File: config.mk
export PLATFORM = sky130hd
export DESIGN_NAME = interp_16p
export DESIGN_NICKNAME = d
export VERILOG_FILES = /design/src/rtl/interp_16p_pkg.sv /design/src/rtl/tc2sm_8.sv /design/src/rtl/interp_16p.sv
export SDC_FILE = /design/constraint.sdc
export NUM_CORES = 1
export LEC_CHECK = 0
export CORE_MARGIN = 5
export CORE_UTILIZATION = 51
export DETAILED_ROUTE_END_ITERATION = 8
export PLACE_DENSITY = 0.82
export SLEW_MARGIN = 20
export SYNTH_ARGS = -nofsm -noshare
export SYNTH_HDL_FRONTEND = slang
export SYNTH_SLANG_ARGS = --single-unit
File: constraint.sdc
create_clock -name clk -period 5.4 [get_ports clk]
set_clock_uncertainty 0.2 [all_clocks]
set_input_delay 0.54 -clock clk [delete_from_list [all_inputs] [get_ports clk]]
set_output_delay 0.54 -clock clk [all_outputs]
set_load 0.01 [all_outputs]
File: src/rtl/interp_16p_pkg.sv
// ----------------------------------------------------------------------------
// interp_16p_pkg
// Shared types and widths for the 16-point interpolator (interp_16p) and its
// sign-magnitude output converter (tc2sm_8).
// ----------------------------------------------------------------------------
package interp_16p_pkg;

    typedef enum logic [1:0] {
        IDLE = 2'd0,
        LOW  = 2'd1,
        HIGH = 2'd2
    } state_t;

    localparam int SAMPLES = 16;   // samples emitted per accepted word
    localparam int SAT_MAX = 127;  // largest magnitude an output sample may carry

    localparam int IN_W  = 12;     // two's-complement 16-sample sum
    localparam int SUM_W = 13;     // sum sign-extended by one bit for rounding
    localparam int AVG_W = 9;      // average / pre-saturation sample width
    localparam int SM_W  = 8;      // sign-magnitude output width
    localparam int ACC_W = 13;     // interpolation accumulator (sample * 16)
    localparam int IDX_W = 4;      // sample index 0..15
    localparam int CTR_W = 8;      // half-period counter, DIV up to 255

endpackage

File: src/rtl/tc2sm_8.sv
// ----------------------------------------------------------------------------
// tc2sm_8
// Combinational saturating converter: 9-bit two's complement in, 8-bit
// sign-magnitude out. Inputs are clamped to [-127, +127] so the negative-zero
// code 8'h80 is never produced.
//
// Ports
//   din   in   9  two's-complement sample
//   dout  out  8  sign-magnitude sample (bit 7 sign, bits 6:0 magnitude)
// ----------------------------------------------------------------------------
module tc2sm_8
    import interp_16p_pkg::*;
(
    input  logic signed [AVG_W-1:0] din,
    output logic        [SM_W-1:0]  dout
);

    localparam logic signed [AVG_W-1:0] POS_LIM = AVG_W'(SAT_MAX);
    localparam logic signed [AVG_W-1:0] NEG_LIM = -POS_LIM;

    function automatic logic signed [AVG_W-1:0] sat_sym(input logic signed [AVG_W-1:0] v);
        if (v > POS_LIM)      return POS_LIM;
        else if (v < NEG_LIM) return NEG_LIM;
        else                  return v;
    endfunction

    logic signed [AVG_W-1:0] sat_v;
    logic        [SM_W-2:0]  mag;

    always_comb begin
        sat_v = sat_sym(din);
        mag   = sat_v[AVG_W-1] ? (SM_W-1)'(-sat_v) : (SM_W-1)'(sat_v);
        dout  = {sat_v[AVG_W-1], mag};
    end

endmodule

File: src/rtl/interp_16p.sv
// ----------------------------------------------------------------------------
// interp_16p
// Expands one 12-bit two's-complement 16-sample sum into 16 paced 8-bit
// sign-magnitude samples. Each sample is presented on data_out and marked by a
// rising edge of syn_out; syn_out runs at DIV clk cycles per half-period.
// A word arriving while a burst is running waits in a single-entry pending
// register and follows the current burst without a gap; a second such word
// overwrites the first and raises ovf for one cycle.
//
// Build option
//   LINEAR_INTERP_EN  defined: samples ramp linearly from the previous burst's
//                     average to the new one. Undefined: every sample of a
//                     burst equals the rounded average (hold mode).
//
// Parameters
//   DIV    clk cycles per syn_out half-period, 1..255
//   N_LOG  log2 of samples per word, fixed at 4
//
// Ports
//   clk       in   1   system clock, posedge
//   res       in   1   asynchronous active-high reset
//   data_in   in   12  two's-complement sum of 16 samples
//   syn_in    in   1   word strobe, accepted on its rising edge
//   data_out  out  8   sign-magnitude sample
//   syn_out   out  1   sample clock, data_out stable across its rising edge
//   busy      out  1   high while a burst is emitted
//   ovf       out  1   one-cycle pulse when a pending word is overwritten
// ----------------------------------------------------------------------------
module interp_16p
    import interp_16p_pkg::*;
#(
    parameter int DIV   = 4,
    parameter int N_LOG = 4
) (
    input  logic            clk,
    input  logic            res,
    input  logic [IN_W-1:0] data_in,
    input  logic            syn_in,
    output logic [SM_W-1:0] data_out,
    output logic            syn_out,
    output logic            busy,
    output logic            ovf
);

    if (N_LOG != 4 || DIV < 1 || DIV > 255) begin : g_param_check
        $error("interp_16p: DIV must be 1..255 and N_LOG must be 4");
    end

    localparam logic signed [AVG_W-1:0] POS_LIM = AVG_W'(SAT_MAX);
    localparam logic signed [AVG_W-1:0] NEG_LIM = -POS_LIM;

    // (sum + 8) >>> 4 : divide by 16, rounding halves towards +inf
    function automatic logic signed [AVG_W-1:0] round_avg(input logic [IN_W-1:0] d);
        logic signed [SUM_W-1:0] s;
        s = $signed({d[IN_W-1], d}) + SUM_W'(8);
        return AVG_W'(s >>> 4);
    endfunction

    function automatic logic signed [AVG_W-1:0] sat_avg(input logic signed [AVG_W-1:0] a);
        if (a > POS_LIM)      return POS_LIM;
        else if (a < NEG_LIM) return NEG_LIM;
        else                  return a;
    endfunction

`ifdef LINEAR_INTERP_EN
    function automatic logic signed [AVG_W-1:0] round_acc(input logic signed [ACC_W-1:0] a);
        logic signed [ACC_W-1:0] s;
        s = a + ACC_W'(8);
        return AVG_W'(s >>> 4);
    endfunction
`endif

    state_t                  state;
    logic                    syn_d;
    logic [CTR_W-1:0]        ctr;
    logic [IDX_W-1:0]        idx;
    logic [IN_W-1:0]         pend_data;
    logic                    pend_vld;

    logic                    edge_c;
    logic                    half_done;
    logic                    burst_end;
    logic                    start_idle;
    logic                    start_next;
    logic                    start;
    logic                    advance;
    logic [IN_W-1:0]         start_word;
    logic signed [AVG_W-1:0] avg_new;
    logic signed [AVG_W-1:0] sample_tc;
    logic [SM_W-1:0]         sample_sm;

    // ---- stage 0: edge detect, word selection, average ----
    always_comb begin
        edge_c     = syn_in & ~syn_d;
        half_done  = (ctr == CTR_W'(DIV - 1));
        burst_end  = (state == HIGH) && half_done && (idx == IDX_W'(SAMPLES - 1));
        start_idle = (state == IDLE) && edge_c;
        start_next = burst_end && (edge_c || pend_vld);
        start      = start_idle || start_next;
        advance    = (state == HIGH) && half_done && !burst_end;
        // A fresh edge on the burst-end cycle wins over the pending word.
        start_word = (burst_end && !edge_c) ? pend_data : data_in;
        avg_new    = sat_avg(round_avg(start_word));
    end

`ifdef LINEAR_INTERP_EN
    logic signed [AVG_W-1:0] prev;
    logic signed [AVG_W-1:0] diff;
    logic signed [AVG_W-1:0] diff_new;
    logic signed [ACC_W-1:0] acc;
    logic signed [ACC_W-1:0] acc_sel;

    // acc holds sample*16; the first sample of a burst is already one step
    // past prev, so the sixteenth lands exactly on the new average.
    always_comb begin
        diff_new  = avg_new - prev;
        acc_sel   = start ? ((ACC_W'(prev) <<< 4) + ACC_W'(diff_new))
                          : (acc + ACC_W'(diff));
        sample_tc = round_acc(acc_sel);
    end

    always_ff @(posedge clk) begin
        if (start) begin
            acc  <= acc_sel;
            diff <= diff_new;
        end else if (advance) begin
            acc  <= acc_sel;
        end
    end
`else
    assign sample_tc = avg_new;
`endif

    tc2sm_8 u_tc2sm (
        .din  (sample_tc),
        .dout (sample_sm)
    );

    // ---- stage 1: pending word storage ----
    always_ff @(posedge clk) begin
        if ((state != IDLE) && edge_c && !burst_end)
            pend_data <= data_in;
    end

    // ---- stage 1: control FSM, pacing counters, registered outputs ----
    always_ff @(posedge clk or posedge res) begin
        if (res) begin
            state    <= IDLE;
            syn_d    <= 1'b0;
            ctr      <= '0;
            idx      <= '0;
            pend_vld <= 1'b0;
            data_out <= '0;
            syn_out  <= 1'b0;
            busy     <= 1'b0;
            ovf      <= 1'b0;
`ifdef LINEAR_INTERP_EN
            prev     <= '0;
`endif
        end else begin
            syn_d <= syn_in;
            ovf   <= 1'b0;

            if (burst_end) begin
                pend_vld <= 1'b0;
            end else if ((state != IDLE) && edge_c) begin
                pend_vld <= 1'b1;
                ovf      <= pend_vld;
            end

            if (start) begin
                data_out <= sample_sm;
`ifdef LINEAR_INTERP_EN
                prev     <= avg_new;
`endif
            end else if (advance) begin
`ifdef LINEAR_INTERP_EN
                data_out <= sample_sm;
`endif
            end

            case (state)
                IDLE: begin
                    if (start_idle) begin
                        state   <= LOW;
                        ctr     <= '0;
                        idx     <= '0;
                        syn_out <= 1'b0;
                        busy    <= 1'b1;
                    end
                end
                LOW: begin
                    if (half_done) begin
                        ctr     <= '0;
                        syn_out <= 1'b1;
                        state   <= HIGH;
                    end else begin
                        ctr <= ctr + CTR_W'(1);
                    end
                end
                HIGH: begin
                    if (half_done) begin
                        ctr     <= '0;
                        syn_out <= 1'b0;
                        if (!burst_end) begin
                            idx   <= idx + IDX_W'(1);
                            state <= LOW;
                        end else if (start_next) begin
                            idx   <= '0;
                            state <= LOW;
                        end else begin
                            busy  <= 1'b0;
                            state <= IDLE;
                        end
                    end else begin
                        ctr <= ctr + CTR_W'(1);
                    end
                end
                default: begin
                    state   <= IDLE;
                    syn_out <= 1'b0;
                    busy    <= 1'b0;
                end
            endcase
        end
    end

endmodule

== After elaboration in Yosys (flattened, before gate mapping) ==
Index checks and enable logic that the tools add are counted.

* Memories: 0
* Bits in registers: 39
* Memory bits (writable): 0
* Input bits: 15
* Word-level logic and storage cells: 85
* Bits in read-only memories: 0
* Bits in latches: 0

* Equal/unequal tests: 10
* $lt $le $gt $ge: 4
* Multipliers: 0
* Shift-type cells: 0
* Reduce and logical (&&, ||, !) cells: 21
* Div/mod/pow operators: 0
* Muxes and demuxes: 33
* Bitwise operators: 3
* $add $sub $neg: 4

{| class="wikitable"
|+ Operator list
! cell !! number
|-
| 9-bit 2-to-1 mux || 4
|-
| 9-bit by 8-bit > comparator with 1-bit output (second input constant) || 2
|-
| 9-bit by 8-bit less-than comparator with 1-bit output (second input constant) || 2
|-
| 4-bit 2-to-1 mux || 4
|-
| 8-bit 2-to-1 mux || 2
|-
| 8-bit case mux with 2 select lines || 1
|-
| 12-bit by 5-bit adder with 13-bit output (second input constant) || 1
|-
| 1-bit 2-to-1 mux || 13
|-
| 12-bit 2-to-1 mux || 1
|-
| 2-bit inequality test (second input constant) || 5
|-
| 8-bit by 1-bit adder with 8-bit output (second input constant) || 1
|-
| 8-bit by 2-bit equality test with 1-bit output (second input constant) || 1
|-
| 4-bit case mux with 2 select lines || 1
|-
| 2-bit nonzero test || 4
|-
| 1-bit logical AND || 7
|-
| 7-bit 2-to-1 mux || 1
|-
| 7-bit negation || 1
|-
| 2-bit 2-to-1 mux || 3
|-
| 1-bit case mux with 3 select lines || 2
|-
| 2-bit case mux with 3 select lines || 1
|-
| 5-bit AND reduction || 1
|-
| 4-bit by 1-bit adder with 4-bit output (second input constant) || 1
|-
| 4-bit equality test (second input constant) || 1
|-
| 4-bit AND reduction || 1
|-
| other kinds (11) || 14
|}

== Logic depth before layout (Yosys ltp) ==
Gate-level depths: netlist of run 1.

* Word-level depth: 14
* Depth in mapped cells: 30
* Gate-level depth less buffers: 26

== By module ==
A second synthesis of run 1 with hierarchy kept.

* Cell total of the unflattened synthesis: 282
* Area, all modules: 2527.4 um^2

{| class="wikitable"
|+ Modules (own cells, without submodules)
! module !! cells each !! instances !! area each (um^2) !! sequential area each (um^2)
|-
| interp_16p || 236 || 1 || 2218.4 || 920.9
|-
| tc2sm_8 || 46 || 1 || 309.0 || 0.0
|}

== Least setup slack after synthesis of run 1 ==
OpenSTA, ideal clock, no wires.

* Path kind: reg2reg
* Start point: register state[0]
* End point: register data_out[6]
* Clock period less this slack: 5.507 ns
* Required time: 5.074 ns
* Arrival: 5.181 ns
* Path buffers: 3
* Cell stages (with the launch flop): 30
* Setup slack: -0.107 ns
* Cell sequence: dfrtp_1 > inv_1 > ha_1 > and4_1 > and4_1 > buf_4 > nand2_1 > nand2_1 > ha_1 > clkbuf_1 > nand2_1 > nor2_1 > xor2_1 > nand2b_1 > nor4_1 > o21ai_1 > o211ai_1 > ha_1 > buf_2 > nor2b_1 > nor2_1 > a211oi_1 > o41ai_1 > ha_1 > nor4_1 > nor2b_1 > ha_1 > nor2_1 > mux2_4 > o32a_1

* Word-level cells in the longest chain between the ends: 14
* Elaborated cells between the ends (all ways): 20
* Those cells by class: 2 x add/sub; 4 x order compare; 1 x eq/ne; 6 x mux; 7 x reduce/logical

{| class="wikitable"
|+ RTL lines
! element !! RTL line !! RTL
|-
| start, declared || interp_16p.sv:73 || <nowiki>state_t state;</nowiki>
|-
| start signal, assigned || interp_16p.sv:148 || <nowiki>state <= IDLE;</nowiki>
|-
| start signal, assigned || interp_16p.sv:185 || <nowiki>state <= LOW;</nowiki>
|-
| start signal, assigned || interp_16p.sv:196 || <nowiki>state <= HIGH;</nowiki>
|-
| 2-bit equality test || interp_16p.sv:96 || <nowiki>burst_end = (state == HIGH) && half_done && (idx == IDX_W'(SAMPLES - 1));</nowiki>
|-
| 1-bit logical AND || -- ||
|-
| 1-bit logical AND || interp_16p.sv:96 ||
|-
| 1-bit logical AND || interp_16p.sv:102 || <nowiki>start_word = (burst_end && !edge_c) ? pend_data : data_in;</nowiki>
|-
| 12-bit 2-to-1 mux || interp_16p.sv:102 ||
|-
| 12-bit by 5-bit adder with 13-bit output || interp_16p.sv:55 || <nowiki>s = $signed({d[IN_W-1], d}) + SUM_W'(8);</nowiki>
|-
| 9-bit by 8-bit less-than comparator with 1-bit output || interp_16p.sv:61 || <nowiki>else if (a < NEG_LIM) return NEG_LIM;</nowiki>
|-
| 9-bit 2-to-1 mux || interp_16p.sv:61 ||
|-
| 9-bit 2-to-1 mux || interp_16p.sv:60 || <nowiki>if (a > POS_LIM) return POS_LIM;</nowiki>
|-
| 9-bit by 8-bit less-than comparator with 1-bit output || tc2sm_8.sv:23 || <nowiki>else if (v < NEG_LIM) return NEG_LIM;</nowiki>
|-
| 9-bit 2-to-1 mux || tc2sm_8.sv:23 ||
|-
| 9-bit 2-to-1 mux || tc2sm_8.sv:22 || <nowiki>if (v > POS_LIM) return POS_LIM;</nowiki>
|-
| 7-bit negation || tc2sm_8.sv:32 || <nowiki>mag = sat_v[AVG_W-1] ? (SM_W-1)'(-sat_v) : (SM_W-1)'(sat_v);</nowiki>
|-
| 7-bit 2-to-1 mux || tc2sm_8.sv:32 ||
|-
| end signal, assigned || interp_16p.sv:172 || <nowiki>data_out <= sample_sm;</nowiki>
|-
| end, declared || interp_16p.sv:39 || <nowiki>output logic [SM_W-1:0] data_out,</nowiki>
|}

Parallel ways exist; a longest one is shown, timed or not.
A chain may end at the register's enable or synchronous reset.

== Worst setup path in the final report of run 1 ==
Ends and elaborated chain as after synthesis.

==> flow_metrics.env, run 1 <==
export IMPL_status="completed"
export IMPL_crit_type="reg -> reg"
export IMPL_grt_antenna_before_repair=0
export IMPL_power_density_nw_per_um2=324
export IMPL_holdPathStages=1
export IMPL_core_um2=4630
export IMPL_hold_viol=0
export IMPL_first_pass_iters=4
export IMPL_synth_nets=280
export IMPL_cts_hold_fix_buffers=0
export IMPL_slew_headroom_pct=38.3
export IMPL_worst_hold_path_endpoint="idx[3]"
export IMPL_wl_per_cell_um=15.0
export IMPL_n_antenna_cell=0
export IMPL_grt_pass1_vias=1934
export IMPL_grtUsageTotal_pct=18.0
export IMPL_rr_endpoint="data_out[6]"
export IMPL_vias=2088
export IMPL_reg2reg_from="state[0]"
export IMPL_dieArea_um2=6160
export IMPL_crit_arrival_ns=5.19
export IMPL_ir_drop_v=0.000124
export IMPL_yosysMostFrequentCell="nand2_1"
export IMPL_cts_root_buffer="clkbuf_8"
export IMPL_netlist_top_cells_area="dfrtp_1 (27%), edfxtp_1 (11%), xor2_1 (5.5%)"
export IMPL_drt_vias_per_instance=5.72
export IMPL_min_period_over_period_pct=96.5
export IMPL_grt_pass1_wl_mm=8.86
export IMPL_final_core_util_pct=67.2
export IMPL_synth_seq_cells=35
export IMPL_reg2reg_depth=26
export IMPL_syn_area_per_cell_um2=9.38
export IMPL_cp_max_fo=8
export IMPL_io_buffer_count=22
export IMPL_overflow=0
export IMPL_yosysTopAreaCell="dfrtp_1"
export IMPL_synthToLayoutAreaGrowth_pct=30.1
export IMPL_start_kind="flop"
export IMPL_nFillCells=367
export IMPL_synth_edf_count=9
export IMPL_grt_max_degree=27
export IMPL_setup_viol=0
export IMPL_synth_ff_type="dfrtp_1"
export IMPL_gp_congestion=0.893
export IMPL_cts_sinks=35
export IMPL_yosysUniqueCellTypes=56
export IMPL_worstMarginPinSlew_ns=0.920
export IMPL_worstHoldStart="idx[3]"
export IMPL_wirelength_mm=5.48
export IMPL_p_leak_nw=1.28
export IMPL_hold_slack_ns=0.296
export IMPL_r2r_slack_ns=0.19
export IMPL_drive_above_1_share_pct=22.8
export IMPL_ys_warn_count=0
export IMPL_row_count=25
export IMPL_synth_async_reset_ratio_pct=74.3
export IMPL_critPathCaptureType="flop"
export IMPL_cts_tree="done"
export IMPL_synth_commonest_cells="nand2_1 (30), dfrtp_1 (26), nor2_1 (22), xor2_1 (15), nand3_1 (13)"
export IMPL_fin_setup_tns_ns=0
export IMPL_fmax_mhz=192
export IMPL_ant_nets=0
export IMPL_die_y_um=78.5
export IMPL_hold_path_class="reg -> reg"
export IMPL_clock_latency_ns=0.30
export IMPL_synth_top_area_share_pct=27.2
export IMPL_die_w_um=78.5
export IMPL_maxSlewViolCount=0
export IMPL_placed_cell_area_um2=2840
export IMPL_drt_iter0_markers=88
export IMPL_finalInstanceArea_um2=3110
export IMPL_final_nets=335
export IMPL_clk_path_buf_depth=2
export IMPL_period_needed_ns=5.21
export IMPL_yosysSeqAreaShare_pct=38.5
export IMPL_start_util_pct=51.7
export IMPL_dp_hpwl_mm=3.96
export IMPL_ioPinCount=26
export IMPL_critical_path_required_ns=5.38
export IMPL_syn_cell_area_um2=2390
export IMPL_cts_buffers=5
export IMPL_route_detailed_drc=0
export IMPL_syn_inst=255
export IMPL_clk_pin_slew_ns=0.08
export IMPL_htreeDepth=2
export IMPL_drv_cap=0
==> repair_timing <==
| action | 4_1_cts | 5_1_grt |
|---|---|---|
| endpoints found under the setup margin | 4 | 4 |
| gates resized for setup | 4 | 19 |
| setup buffers | 0 | 8 |
| pin swaps | 0 | 10 |
| gates cloned | 0 | 0 |
| endpoints found under the hold margin | 0 | 0 |
==> report_power, final <==
group | switching, mW | total (mW) | internal (mW)
combinational | 0.205 | 0.409 | 0.204
clock | 0.102 | 0.233 | 0.131
sequential | 0.0382 | 0.367 | 0.328
==> per-stage QoR <==
stage               instances  worst slack (ns)  total power, mW
finish                    365             0.188             1.01
floorplan                 255            0.0245            0.591
global placement          349            -0.155            0.725
CTS                       357            0.0104            0.976
global route              365            -0.111             1.07
detailed placement        349            -0.231            0.740
==> worst max path at each step <==
| stage | start | to | slack [ns] | cells past startpoint |
|---|---|---|---|---|
| after floorplan | state[0] | data_out[6] | 0.02 | 29 |
| after detailed placement | syn_in | data_out[6] | -0.23 | 25 |
| after CTS | state[0] | data_out[6] | 0.01 | 26 |
| final | state[0] | data_out[6] | 0.19 | 26 |
| after global placement | syn_in | data_out[6] | -0.15 | 25 |
| after global routing | ctr[1] | data_out[6] | -0.11 | 22 |
==> layer usage <==
metal  track usage (%)  routed length, um  vias up
li1                  -                  -     1047
met1              23.1               2470      990
met2              29.6               2700       47
met3              4.24                246        4
met4              6.29                 55        0
met5                 0                  0        -
==> layout make-up <==
class | instances | area [um^2] | share of cell area (%)
repair buffers | 55 | 468 | 15.0
clock inverters | 1 | 5.00 | 0.161
multi-input cells | 205 | 1510 | 48.6
inverters | 8 | 30.0 | 0.965
flip-flops and latches | 35 | 921 | 29.6
clock buffers | 7 | 108 | 3.46
well taps | 54 | 67.6 | 2.17
==> sequential cells by signal (all words and copies together), names as in the netlist <==
name / flops
state: 1
busy: 1
ovf: 1
syn_out: 1
pend_vld: 1
pend_data: 9
data_out: 8
idx: 4
ctr: 8
syn_d: 1
==> cell usage in the layout, fill, tap and decap left out, drive strengths merged, types with 7 or more instances in the layout <==
master         instances
inv                    7
clkdlybuf4s50         22
clkbuf                 7
xor2                  15
a21oi                 10
ha                    10
edfxtp                 9
o21ai                 11
nand3                 13
dfrtp                 26
nor2                  25
nand2                 30
buf                   33
==> logic make-up (layout without fill, tap and decap cells) <==
family / Yosys count / after routing / synth area share, %
AOI/OAI and AO/OA: 54 / 54 / 16.3
xor gates and xnor gates: 21 / 21 / 7.69
adders and majority gates: 10 / 10 / 5.23
buffers and inverters: 15 / 71 / 2.62
DFF: 35 / 35 / 38.5
muxes: 9 / 9 / 4.24
and+or+nand+nor: 111 / 111 / 25.5
==> critical path, cell delays in order, from the launching register on <==
cell      delay [ns]
dfrtp_1         0.42
inv_2           0.08
ha_2            0.17
and4_4          0.24
and4_4          0.24
nand2_1         0.05
nand2_1         0.10
ha_4            0.19
nand2_1         0.08
nor2_2          0.10
xor2_1          0.19
nand2b_1        0.13
nor4_1          0.04
o21ai_1         0.19
o211ai_1        0.11
ha_1            0.36
nor2b_4         0.15
nor2_1          0.05
a211oi_2        0.18
o41ai_2         0.11
ha_1            0.36
nor4_4          0.33
nor2b_4         0.23
ha_4            0.15
nor2_1          0.05
mux2_4          0.27
o32a_1          0.32
Note: power is estimated with default switching activity, not from simulation.
==> run 2, diff against run 1 <==
--- a/config.mk
+++ b/config.mk
@@ -5,11 +5,12 @@
 export SDC_FILE = /design/constraint.sdc
 export NUM_CORES = 1
 export LEC_CHECK = 0
+export CORE_ASPECT_RATIO = 0.6
 export CORE_MARGIN = 5
 export CORE_UTILIZATION = 51
 export DETAILED_ROUTE_END_ITERATION = 8
 export PLACE_DENSITY = 0.82
-export SLEW_MARGIN = 20
+export SLEW_MARGIN = 40
 export SYNTH_ARGS = -nofsm -noshare
 export SYNTH_HDL_FRONTEND = slang
 export SYNTH_SLANG_ARGS = --single-unit
==> run 2 against run 1 <==
Flip-flop and latch count unchanged. Cell count up 1.9%. First-iteration DRC count up 16%. Highest routed layer unchanged.
==> flow_metrics.env, run 2 (synthesis gave the netlist of run 1 again) <==
export IMPL_status="completed"
export IMPL_grtUsageTotal_pct=18.1
export IMPL_io_buffer_count=22
export IMPL_clock_latency_ns=0.30
export IMPL_finalPower_uw=980
export IMPL_min_period_over_period_pct=96.9
export IMPL_cts_sinks=35
export IMPL_grt_pass1_vias=1996
export IMPL_grt_antenna_before_repair=0
export IMPL_final_nets=333
export IMPL_cts_tree="done"
export IMPL_top_regs="pend_data x9, ctr x8, data_out x8"
export IMPL_ant_nets=0
export IMPL_finalInstanceArea_um2=3070
export IMPL_route_detailed_drc=0
export IMPL_stdcell_count=372
export IMPL_dp_cells=357
export IMPL_start_kind="flop"
export IMPL_cts_buffers=5
export IMPL_drt_vias_per_instance=5.67
export IMPL_vias=2111
export IMPL_cts_root_buffer="clkbuf_8"
export IMPL_cp_max_fo=6
export IMPL_die_w_um=98.4
export IMPL_hold_slack_ns=0.286
export IMPL_clk_path_buf_depth=2
export IMPL_start_util_pct=52.4
export IMPL_hold_viol=0
export IMPL_power_density_nw_per_um2=319
export IMPL_ir_drop_v=0.000275
export IMPL_critPathCaptureType="flop"
export IMPL_drt_iter0_markers=102
export IMPL_dieArea_um2=6210
export IMPL_drv_cap=0
export IMPL_slew_headroom_pct=59.1
export IMPL_worstMarginPinSlew_ns=0.597
export IMPL_die_y_um=63.1
export IMPL_wl_per_cell_um=15.2
export IMPL_clk_pin_slew_ns=0.07
export IMPL_maxSlewViolCount=0
export IMPL_mostFrequentLayoutCells="nand2_1 (30), buf_4 (30), dfrtp_1 (26), nor2_1 (22), clkdlybuf4s50_1 (22)"
export IMPL_fmax_mhz=191
export IMPL_wirelength_mm=5.67
export IMPL_grt_pass1_wl_mm=9.20
export IMPL_hold_path_class="reg -> reg"
export IMPL_dp_hpwl_mm=4.21
export IMPL_overflow=0
export IMPL_gp_congestion=0.884
export IMPL_crit_type="reg -> reg"
export IMPL_n_antenna_cell=0
export IMPL_largest_register="pend_data"
export IMPL_cp_startpoint="state[0]"
export IMPL_htreeDepth=2
export IMPL_core_um2=4560
export IMPL_crit_arrival_ns=5.21
export IMPL_first_pass_iters=4
export IMPL_largest_reg_flops=9
export IMPL_period_needed_ns=5.23
export IMPL_placed_cell_area_um2=2850
export IMPL_ioPinCount=26
export IMPL_synthToLayoutAreaGrowth_pct=28.5
export IMPL_worstHoldStart="data_out[7]"
export IMPL_critical_path_required_ns=5.37
export IMPL_drive_above_1_share_pct=21.7
export IMPL_reg2reg_from="state[0]"
export IMPL_row_count=19
export IMPL_p_leak_nw=1.26
export IMPL_cts_hold_fix_buffers=0
export IMPL_final_core_util_pct=67.4
export IMPL_setup_viol=0
export IMPL_grt_max_degree=27
==> run 2: final timing paths <==
kind | endpoint | slack [ns] | cells past startpoint
max | data_out[6] | 0.17 | 26
min | data_out[7] | 0.29 | 2
max reg2reg | data_out[6] | 0.17 | 26
min reg2reg | data_out[7] | 0.29 | 2
max in group asynchronous | ovf | 4.23 | 2
min in group asynchronous | syn_d | 0.41 | 2
==> run 2: stage by stage <==
stage,setup TNS [ns],setup WS (ns)
final,0,0.167
after global routing,-0.265,-0.109
after CTS,0,0.0250
after detailed placement,-0.624,-0.218
after global placement,-0.122,-0.0883
after floorplan,0,0.0245
==> run 2: worst max-delay path, stage by stage, from the launching register on <==
cell and delay [ns]:
dfrtp_1 0.42, inv_1 0.09, ha_1 0.17, and4_4 0.25, and4_4 0.24, nand2_1 0.05
nand2_1 0.11, ha_4 0.19, nand2_1 0.06, nor2_1 0.14, xor2_1 0.20, nand2b_1 0.13
nor4_1 0.05, o21ai_2 0.18, o211ai_1 0.12, ha_1 0.35, nor2b_2 0.15, nor2_1 0.06
a211oi_2 0.22, o41ai_2 0.10, ha_1 0.35, nor4_2 0.20, nor2b_2 0.21, ha_2 0.23
nor2_1 0.07, mux2_4 0.28, o32a_1 0.28
==> run 2: layer usage <==
layer,GRT usage [%],share of wire (%)
met3,3.75,5.0
met4,6.47,0.81
met1,25.8,47
met2,27.2,47
met5,0,0
==> run 2: repair_timing <==
action,CTS,global route
pin swaps,0,7
setup buffers,0,7
setup endpoints to repair,2,4
cloned,0,0
resized for setup,3,14
==> run 2: cell type report <==
| class | count | area, um^2 |
|---|---|---|
| fillers | 374 | 1490 |
| multi-input cells | 205 | 1490 |
| flip-flops and latches | 35 | 921 |
| repair buffers | 53 | 457 |
| clock buffers | 8 | 100 |
| well taps | 63 | 78.8 |
| inverters | 8 | 30.0 |
==> run 2: power by group <==
| part | switching [mW] | internal [mW] | leakage [nW] | total (mW) |
|---|---|---|---|---|
| registers | 0.0402 | 0.328 | 0.400 | 0.369 |
| logic | 0.200 | 0.197 | 0.808 | 0.397 |
| clock network | 0.0977 | 0.117 | 0.0515 | 0.214 |
| total | 0.338 | 0.642 | 1.26 | 0.980 |
